`config.mk`:
```
export PLATFORM = sky130hd
export DESIGN_NAME = cplx_add_sub_pipe
export DESIGN_NICKNAME = d
export VERILOG_FILES = /design/src/rtl/cplx_pkg.sv /design/src/rtl/sat_trunc.sv /design/src/rtl/cplx_add_sub_pipe.sv
export SDC_FILE = /design/constraint.sdc
export NUM_CORES = 1
export LEC_CHECK = 0
export BUFFER_PORTS_ARGS = -buffer_cell sky130_fd_sc_hd__buf_2
export CAP_MARGIN = 20
export CORE_MARGIN = 2
export CORE_UTILIZATION = 50
export CTS_BUF_LIST = sky130_fd_sc_hd__clkbuf_2
export CTS_CLUSTER_DIAMETER = 50
export DETAILED_ROUTE_END_ITERATION = 16
export PLACE_DENSITY = 0.77
export RECOVER_POWER = 100
export SLEW_MARGIN = 10
export SYNTH_ARGS = -nofsm -noshare
export SYNTH_HDL_FRONTEND = slang
export SYNTH_SLANG_ARGS = --single-unit
export TNS_END_PERCENT = 20
```
`constraint.sdc`:
```
create_clock -name clk -period 4.6 [get_ports clk]
set_input_delay 0.23 -clock clk [delete_from_list [all_inputs] [get_ports clk]]
set_output_delay 0.23 -clock clk [all_outputs]
set_load 0.005 [all_outputs]
```
`src/rtl/cplx_pkg.sv`:
```
// Shared types and constants for the complex add/sub datapath.
// No logic; default width derives from N_DEF.
// Not applicable: pure declarations.
package cplx_pkg;
  localparam int N_DEF = 3;
  localparam int W = 2**N_DEF;
  localparam logic signed [W-1:0] MAX_POS = {1'b0, {(W-1){1'b1}}};
  localparam logic signed [W-1:0] MAX_NEG = {1'b1, {(W-1){1'b0}}};

  typedef struct packed {
    logic signed [W-1:0] re;
    logic signed [W-1:0] im;
  } cplx_t;

  function automatic int width_of(input int n);
    return 2**n;
  endfunction
endpackage

```
`src/rtl/sat_trunc.sv`:
```
// Narrows a signed W+1-bit value to W bits, flagging overflow; ADD_SUB_SAT_EN clamps, else wraps.
// Latency: combinational.
// Backpressure: none.
module sat_trunc #(
  parameter int W = 8
)(
  input  logic signed [W:0]   din,
  output logic signed [W-1:0] dout,
  output logic                ovf
);
  // Top two bits disagree exactly when the value does not fit in W bits.
  assign ovf = din[W] ^ din[W-1];

`ifdef ADD_SUB_SAT_EN
  localparam logic signed [W-1:0] LIM_POS = {1'b0, {(W-1){1'b1}}};
  localparam logic signed [W-1:0] LIM_NEG = {1'b1, {(W-1){1'b0}}};
  assign dout = !ovf ? din[W-1:0] : (din[W] ? LIM_NEG : LIM_POS);
`else
  assign dout = din[W-1:0];
`endif
endmodule

```
`src/rtl/cplx_add_sub_pipe.sv`:
```
// Radix-2 butterfly: A+B and A-B with optional /2, overflow flag and counter (ADD_SUB_SAT_EN selects clamp).
// Latency: 2 cycles, 1 transaction/cycle.
// Backpressure: in_ready is combinational from out_ready through both stall stages.
module cplx_add_sub_pipe
  import cplx_pkg::*;
#(
  parameter int N     = 3,
  parameter int CNT_W = 8,
  localparam int W    = width_of(N)
)(
  input  logic                clk,
  input  logic                rst,
  input  logic                in_valid,
  output logic                in_ready,
  input  logic signed [W-1:0] a_re,
  input  logic signed [W-1:0] a_im,
  input  logic signed [W-1:0] b_re,
  input  logic signed [W-1:0] b_im,
  input  logic                scale,
  output logic                out_valid,
  input  logic                out_ready,
  output logic signed [W-1:0] sum_re,
  output logic signed [W-1:0] sum_im,
  output logic signed [W-1:0] dif_re,
  output logic signed [W-1:0] dif_im,
  output logic                ovf,
  output logic [CNT_W-1:0]    ovf_cnt,
  input  logic                cnt_clr
);
  logic              s1_vld, s2_vld, s1_adv, s2_adv;
  logic              s1_scale;
  logic signed [W:0] ext_dat [4];
  logic signed [W:0] s1_dat  [4];
  logic signed [W:0] scl_dat [4];
  logic signed [W-1:0] trn_dat [4];
  logic [3:0]        trn_ovf;

  assign s2_adv    = !s2_vld || out_ready;
  assign s1_adv    = !s1_vld || s2_adv;
  assign in_ready  = s1_adv;
  assign out_valid = s2_vld;

  // Index order throughout: sum_re, sum_im, dif_re, dif_im.
  always_comb begin
    ext_dat[0] = {a_re[W-1], a_re} + {b_re[W-1], b_re};
    ext_dat[1] = {a_im[W-1], a_im} + {b_im[W-1], b_im};
    ext_dat[2] = {a_re[W-1], a_re} - {b_re[W-1], b_re};
    ext_dat[3] = {a_im[W-1], a_im} - {b_im[W-1], b_im};
  end

  always_ff @(posedge clk or posedge rst) begin
    if (rst) begin
      s1_vld   <= 1'b0;
      s1_scale <= 1'b0;
      for (int i = 0; i < 4; i++) s1_dat[i] <= '0;
    end else if (s1_adv) begin
      s1_vld <= in_valid;
      if (in_valid) begin
        s1_scale <= scale;
        for (int i = 0; i < 4; i++) s1_dat[i] <= ext_dat[i];
      end
    end
  end

  always_comb begin
    for (int i = 0; i < 4; i++)
      scl_dat[i] = s1_scale ? (s1_dat[i] >>> 1) : s1_dat[i];
  end

  for (genvar g = 0; g < 4; g++) begin : g_trn
    sat_trunc #(.W(W)) u_sat_trunc (
      .din  (scl_dat[g]),
      .dout (trn_dat[g]),
      .ovf  (trn_ovf[g])
    );
  end

  always_ff @(posedge clk or posedge rst) begin
    if (rst) begin
      s2_vld <= 1'b0;
      sum_re <= '0;
      sum_im <= '0;
      dif_re <= '0;
      dif_im <= '0;
      ovf    <= 1'b0;
    end else if (s2_adv) begin
      s2_vld <= s1_vld;
      if (s1_vld) begin
        sum_re <= trn_dat[0];
        sum_im <= trn_dat[1];
        dif_re <= trn_dat[2];
        dif_im <= trn_dat[3];
        ovf    <= |trn_ovf;
      end
    end
  end

  always_ff @(posedge clk or posedge rst) begin
    if (rst)
      ovf_cnt <= '0;
    else if (cnt_clr)
      ovf_cnt <= '0;
    else if (s2_vld && out_ready && ovf && (ovf_cnt != {CNT_W{1'b1}}))
      ovf_cnt <= ovf_cnt + CNT_W'(1);
  end
endmodule

```
* After elaboration in Yosys (flattened, before gate mapping)
Cells that the tools add are included.
** Operators by class
- Muxes and demuxes :: 6
- Reduce and logical (&&, ||, !) cells :: 11
- Add/subtract/negate cells :: 5
- Equality and inequality tests :: 1
- Bitwise logic cells :: 4
** Operators with widths (number)
- two-way mux 8 bit :: 6
- adder 8 x 8 -> 9 bit :: 2
- subtractor 8 x 8 -> 9 bit :: 2
- adder 8 x 1 -> 8 bit, second input constant :: 1
- inequality test 8 bit, second input constant :: 1
- AND reduction 2 bit :: 2
- OR reduction 4 bit :: 1
- XOR 1 bit :: 4
- logical AND 1 bit :: 3
- zero test 1 bit :: 2
- logical OR 1 bit :: 2
- nonzero test 2 bit :: 1
** Word-level totals
- Input port bits :: 38
- Logic and storage cells :: 40
- Output and inout port bits :: 43
- Register bits after elaboration :: 80

* Logic depth before layout (Yosys ltp)
Gate-level depths: netlist of the first run.
- Word-level depth :: 5
- Mapped depth :: 8

* Modules after synthesis
Synthesis of the first run repeated with hierarchy kept, for this count alone.
** Unflattened totals
- Cells, all modules :: 510
- Area, all modules :: 5028.6 um^2
** By module, submodules not included
- cplx_add_sub_pipe :: cells each 474, seq. area each 1951.9 um^2, times used 1, area each 4753.3 um^2
- sat_trunc :: cells each 9, seq. area each 0.0 um^2, times used 4, area each 68.8 um^2

* Least setup slack after synthesis of the first run
No wires, ideal clock.
- Path kind :: input to register
- From :: input port a_im[0]
- To :: register s1_dat[24] in the netlist's numbering
- Arrival time :: 1.722 ns
- Cell stages on the path :: 7
- Path slack :: 2.796 ns
- Required time :: 4.518 ns
- Setup time :: 0.082 ns
- Path through :: ha_1 -> fa_1 -> or2b_1 -> a21oi_1 -> o31a_1 -> or3_1 -> a31oi_1
** Between the ends
- Longest elaborated chain between the ends :: 1
** Ends and longest elaborated chain
- start, declared :: line cplx_add_sub_pipe.sv:16 : input logic signed [W-1:0] a_im,
- adder 8 x 8 -> 9 bit :: line cplx_add_sub_pipe.sv:46 : ext_dat[1] = {a_im[W-1], a_im} + {b_im[W-1], b_im};
- end, declared :: line cplx_add_sub_pipe.sv:33 : logic signed [W:0] s1_dat [4];
No other way between the ends.
A chain may end at the register's enable or synchronous reset.

* Worst setup path in the final report of the first run
- From :: input port out_ready
- To :: register dif_re[1]
** Between the ends
- Longest elaborated chain between the ends :: 2
** Ends and longest elaborated chain
- start, declared :: line cplx_add_sub_pipe.sv:21 : input logic out_ready,
- logical OR 1 bit :: line cplx_add_sub_pipe.sv:38 : assign s2_adv = !s2_vld || out_ready;
- AND reduction 2 bit (no source line)
- end signal, assigned :: line cplx_add_sub_pipe.sv:91 : dif_re <= trn_dat[2];
- end, declared :: line cplx_add_sub_pipe.sv:24 : output logic signed [W-1:0] dif_re,
No other way between the ends.

==> impl_metrics.py, run 1 <==
metrics = {
    "sta": {
        "slew_headroom": -0.4581,
        "holdWs_ps": 80.42,
        "report.final.slew_viol_count": 132,
        "fmax_mhz": 372.5,
        "setup_ws_ps": 1915,
        "final_hold_viol_count": 0,
        "fin_crit_sh": 0.5837,
        "finalCriticalPeriod_ps": 2685,
        "finalClockSkew_ps": 23.51,
        "rsz0062_at_grt": "false",
        "max_slew.worst_pin.slew_ps": 2187,
        "finalSetupTns_ps": 0,
        "setup_viol": 0,
    },
    "synth": {
        "ys_warn_count": 0,
        "ys_seq_area_frac": 0.4171,
        "synth_fp_nets": 580,
        "syn_inst": 505,
        "netlist_area_sq_mm": 0.004679,
        "avgSynthCellArea_sq_um": 9.266,
        "synthArstFlopShare": 1.000,
        "synth_seq_cells": 78,
        "synthFlopType": "dfrtp_1",
        "ys_types": 52,
        "synth-edff-count": 0,
    },
    "place": {
        "place.gp.congestion": 0.8515,
        "dp_hpwl_um": 7221,
        "numPortBuffers": 80,
        "place_ws_ps": 2560,
    },
    "die": {
        "initial_core_util": 0.5113,
        "die_area_sq_mm": 0.01015,
        "die_w_um": 100.7,
        "die_h_um": 100.7,
        "core-area_sq_mm": 0.009153,
        "io_pins": 81,
        "rows": 35,
    },
    "clock_network": {
        "clkTransAtPathRegs_ps": 170,
        "htreeDepth": 3,
        "clock_sinks": 78,
        "clock_path_buffers": 2,
        "cts_root_buffer": "clkbuf_2",
        "cts_tree": "built",
        "cts_buffers": 9,
        "clock_latency_ps": 490,
        "post_cts_resized": 0,
    },
    "final_layout": {
        "nets": 651,
        "diodes": 0,
        "layout-drive-gt1-share": 0.1347,
        "syn_to_final_growth_pct": 11.55,
    },
    "grt": {
        "grt_max_degree": 67,
        "grt-ovfl-total": 0,
        "grtUsageTotal": 0.1991,
        "grt_pass1_wl_um": 16050,
        "antenna_found_initial": 0,
        "grt_pass1_vias": 3410,
    },
    "critical_path": {
        "crit_fanout": 66,
        "critPathArrivalTime_ps": 2970,
        "setup.worst_path.end_class": "flop",
        "crit_path_start_kind": "input port",
        "worst-setup-path-type": "in2reg",
        "worstPathRequired_ps": 4890,
    },
    "routing": {
        "drt-vias-per-instance": 5.364,
        "detail_route.wl_per_cell_um": 13.97,
        "num_vias": 3701,
        "wl_um": 9638,
        "drc": 0,
        "first_pass_iters": 4,
        "first_iter_violations": 192,
        "ant_nets": 0,
    },
    "status": {
        "violations": "max-capacitance violations, max-slew violations",
        "outcome": "finished with violations",
    },
    "job": {
        "cap_violations": 2,
    },
    "power_and_ir_drop": {
        "peakVddDrop_mv": 0.1134,
        "leakage_nw": 2.521,
        "powerDensity_mw_per_mm2": 346.0,
    },
    "worst_hold_path": {
        "holdCritPathClass": "in2reg",
    },
}
## critical path: stages
cell	delay (ps)
dlygate4sd3_1	530
buf_2	130
nand2b_1	140
nand2_1	70
clkbuf_1	1550
o21ai_0	290
## final timing paths
kind,start,endpoint,slack [ps],cells past startpoint
max,out_ready,dif_re[1]$_DFFE_PP0P_,1920,6
min in group asynchronous,rst,s1_dat[24]$_DFFE_PP0P_,640,3
max in group asynchronous,rst,dif_im[7]$_DFFE_PP0P_,2750,4
max reg2reg,out_valid$_DFFE_PP0P_,dif_re[1]$_DFFE_PP0P_,1950,4
min reg2reg,sum_re[4]$_DFFE_PP0P_,sum_re[4]$_DFFE_PP0P_,500,2
min,b_re[0],s1_dat[27]$_DFFE_PP0P_,80,3
## synth_stat cells (5+ instances only)
cell type | count | share of area
xnor2_1 | 5 | 0.0094
mux2i_1 | 31 | 0.066
o31a_1 | 5 | 0.0094
o31ai_1 | 5 | 0.0080
o21a_1 | 6 | 0.0096
nand3_1 | 9 | 0.0096
o21bai_1 | 6 | 0.0096
o21ai_0 | 58 | 0.062
a21oi_1 | 14 | 0.015
nor2b_1 | 8 | 0.011
clkbuf_1 | 16 | 0.013
xor2_1 | 15 | 0.028
dfrtp_1 | 78 | 0.42
nor2_1 | 23 | 0.018
nand2b_1 | 11 | 0.015
buf_2 | 7 | 0.0075
ha_1 | 33 | 0.088
inv_1 | 29 | 0.023
nor3_1 | 12 | 0.013
nand2_1 | 75 | 0.060
## sequential cells by signal (all words and copies together), names as in the netlist
register and flops:
ovf 1, s1_scale 1, sum_re 8, sum_im 8
dif_im 8, s1_dat 34, out_valid 1, s1_vld 1
ovf_cnt 8, dif_re 8
## report_power, final
part           internal, mW  total, mW  leakage (nW)  switching [mW]
clock                 0.121      0.334        0.0630           0.212
sequential            0.832      0.938         0.968           0.106
combinational         0.239      0.535          1.49           0.296
## placed cells by master (no fill, tap or decap), types with 3 or more instances in the layout
cell and instances:
o21ai_0 59, ha_1 33, dfrtp_1 78, inv_1 29
nor3b_1 4, a21o_1 3, nor2b_1 8, xnor2_1 5
a31oi_1 3, xor2_1 15, clkbuf_1 22, dlygate4sd3_1 5
nand2_1 75, buf_2 58, a211oi_1 4, o31ai_1 5
fa_1 4, or3_1 4, o21a_1 6, nand2b_1 11
clkbuf_2 12, nand3_1 9, a21oi_1 14, mux2i_1 31
nor3_1 12, o21bai_1 6, o31a_1 5, nor2_1 23
## cells by family (layout without fill, tap and decap cells)
group,after synthesis,in the layout,share of synthesized area
XOR/XNOR,20,20,0.03743
buffers and inverters,57,131,0.05027
AND/OR/NAND/NOR,159,159,0.1575
AO/OA/AOI/OAI,123,123,0.1660
adder cells (fa/ha/maj),37,37,0.1053
multiplexers,31,31,0.06631
flip-flops,78,78,0.4171
## through the flow
stage                 util  cell area (sq um)  instances  power [mW]
finish              0.5703               5220        690       1.806
global route        0.5703               5220        690       1.944
CTS                 0.5747               5260        690       1.829
detailed placement  0.5591               5117        671       1.498
global placement    0.5591               5117        671       1.475
floorplan                -               4679        505       1.286
## metal layers
metal	vias to the layer above	GRT usage	share of wire
li1	1880	-	-
met5	-	0	0
met2	92	0.2933	0.44
met1	1725	0.2981	0.51
met3	4	0.03606	0.044
met4	0	0.06322	0.0066
## layout make-up
class / instances / area [sq um]
fillers: 846 / 3933
multi-input cells: 370 / 2485
flip-flops and latches: 78 / 1952
repair buffers: 88 / 442.9
well taps: 111 / 138.9
inverters: 29 / 108.9
clock buffers: 11 / 55.05
clock inverters: 3 / 37.54
## what timing repair did
item | CTS | global route
hold buffers | 5 | 0
buffers inserted | 0 | 0
endpoints found under the hold margin | 45 | 0
Note: power is estimated with default switching activity, not from simulation.
==> run 2, diff against run 1 <==
- ABC_AREA: unset -> 1
- clock period: 4.6 -> 2.75 ns (I/O delays scaled with it)
==> impl_metrics.py, run 2 <==
metrics = {
    "sta": {
        "finalSetupTns_ps": 0,
        "fin_crit_sh": 0.6592,
        "finalCriticalPeriod_ps": 1813,
        "finalClockSkew_ps": 20.82,
        "final_hold_viol_count": 0,
        "rsz0062_at_grt": "false",
        "fmax_mhz": 551.7,
        "max_slew.worst_pin.slew_ps": 1366,
        "report.final.slew_viol_count": 0,
        "slew_headroom": 0.08802,
        "setup_viol": 0,
    },
    "synth": {
        "synth-edff-count": 0,
        "avgSynthCellArea_sq_um": 7.225,
        "synthTopCellsByArea": "dfrtp_1 (39%), nand2_1 (18%), ha_1 (8.3%)",
        "ys_warn_count": 0,
        "netlist_area_sq_mm": 0.004964,
        "synthFlopType": "dfrtp_1",
        "syn_inst": 687,
        "synth_fp_nets": 762,
        "synthArstFlopShare": 1.000,
        "yosys.area.top_type": "dfrtp_1",
        "ys_types": 30,
        "post_synth_most_frequent_cells": "nand2_1 (237), inv_1 (84), dfrtp_1 (78)",
        "yosysMostFrequentCell": "nand2_1",
        "ys_seq_area_frac": 0.3932,
        "synth_top_area_frac": 0.3932,
        "synth_seq_cells": 78,
    },
    "die": {
        "io_pins": 81,
        "die_area_sq_mm": 0.01074,
        "core-area_sq_mm": 0.009684,
        "initial_core_util": 0.5125,
        "die_h_um": 103.6,
        "rows": 36,
        "die_w_um": 103.6,
    },
    "place": {
        "place.gp.congestion": 0.8635,
        "placed_cells": 876,
        "numPortBuffers": 80,
        "dp_hpwl_um": 8372,
    },
    "routing": {
        "first_pass_iters": 5,
        "first_iter_violations": 270,
        "detail_route.wl_per_cell_um": 12.09,
        "drc": 0,
        "num_vias": 4467,
        "ant_nets": 0,
        "drt-vias-per-instance": 4.985,
        "wl_um": 10840,
    },
    "clock_network": {
        "clkTransAtPathRegs_ps": 200,
        "cts_setup_buffers": 0,
        "cts_root_buffer": "clkbuf_2",
        "clock_path_buffers": 2,
        "cts_tree": "built",
        "clock_sinks": 78,
        "cts_buffers": 9,
        "htreeDepth": 3,
        "clock_latency_ps": 500,
    },
    "power_and_ir_drop": {
        "peakVddDrop_mv": 0.1999,
        "powerDensity_mw_per_mm2": 589.7,
        "leakage_nw": 2.995,
    },
    "grt": {
        "grt_max_degree": 62,
        "antenna_found_initial": 0,
        "grt-ovfl-total": 0,
        "grtUsageTotal": 0.2115,
        "grt_pass1_wl_um": 18910,
        "grt_pass1_vias": 4122,
    },
    "critical_path": {
        "crit_path_start_kind": "flop",
        "worst-setup-path-type": "reg2reg",
        "critPathArrivalTime_ps": 2250,
        "setup.worst_path.end_class": "flop",
        "crit_fanout": 30,
        "worstPathRequired_ps": 3190,
    },
    "final_layout": {
        "final_cell_mix": "nand2_1 (240), inv_1 (85), dfrtp_1 (78), buf_2 (65), nor2_1 (59)",
        "fin_cells": 896,
        "layout_commonest_cell": "nand2_1",
        "n_fill_cell": 959,
        "syn_to_final_growth_pct": 10.79,
        "final_core_util": 0.5678,
        "diodes": 0,
        "seq_area_sq_mm": 0.001952,
        "layout-drive-gt1-share": 0.1206,
        "nets": 835,
        "regMostFlops": "s1_dat",
        "multi_input_area_sq_mm": 0.002491,
        "largest_reg_flops": 34,
    },
    "job": {
        "cap_violations": 0,
    },
    "worst_hold_path": {
        "holdCritPathClass": "in2reg",
    },
    "status": {
        "outcome": "complete, no violations",
    },
}
[run 2: worst max-delay path: stages (launching register included)]
cell and delay (ps):
dfrtp_1 450, nand3_1 160, nand2_1 90, inv_1 650, nand3_1 270, nand2_1 110
[run 2: kinds of logic after synthesis]
family | share of synthesized area
compound gates | 0.09075
xor+xnor | 0.01235
fa+ha+maj | 0.09932
buf+inv | 0.1013
flops | 0.3932
simple gates | 0.3030
[run 2: power by group]
| part | internal, mW | switching (mW) |
|---|---|---|
| clock | 0.103 | 0.355 |
| sequential | 1.45 | 0.229 |
| combinational | 0.455 | 0.653 |
[run 2: stage by stage]
stage	setup WS (ps)	area [sq um]	total power, mW	hold slack [ps]
after detailed placement	1080	5413	2.832	325.6
final	937.3	5499	3.243	39.19
after global routing	709.7	5499	3.521	28.99
after CTS	1041	5539	3.293	3.751
after floorplan	617.5	4964	2.399	264.1
after global placement	1119	5413	2.788	321.4
[run 2: final cells by class]
cell class	count	area share
Clock buffer	10	0.009101
Clock inverter	4	0.002958
Inverter	92	0.06303
Multi-Input combinational cell	490	0.4530
Sequential cell	78	0.3549
Tap cell	133	0.03026
Timing Repair Buffer	89	0.08669
[run 2: worst paths after layout]
check | slack (ps) | start | cells after the start | endpoint
max in group asynchronous | 1350 | rst | 4 | dif_im[0]$_DFFE_PP0P_
min in group asynchronous | 540 | rst | 3 | ovf_cnt[2]$_DFFE_PP0P_
worst max register to register | 940 | out_valid$_DFFE_PP0P_ | 5 | s1_dat[5]$_DFFE_PP0P_
worst max-delay path | 940 | out_valid$_DFFE_PP0P_ | 5 | s1_dat[5]$_DFFE_PP0P_
worst min register to register | 520 | dif_im[7]$_DFFE_PP0P_ | 2 | dif_im[7]$_DFFE_PP0P_
worst min-delay path | 40 | a_im[0] | 4 | s1_dat[18]$_DFFE_PP0P_
[run 2: timing repair]
item / in CTS / in global routing
endpoints found under the hold margin: 45 / 0
hold buffers: 6 / 0
endpoints found under the setup margin: 0 / 0
gates resized for setup: 0 / 0
[run 2: layer usage]
| metal | vias to the layer above | wire [um] | GRT usage | share of wire |
|---|---|---|---|---|
| met2 | 114 | 4779 | 0.3240 | 0.44 |
| met3 | 10 | 475 | 0.02832 | 0.044 |
| li1 | 2312 | - | - | - |
| met5 | - | 0 | 0 | 0 |
| met4 | 0 | 147 | 0.06660 | 0.014 |
| met1 | 2031 | 5433 | 0.3123 | 0.50 |
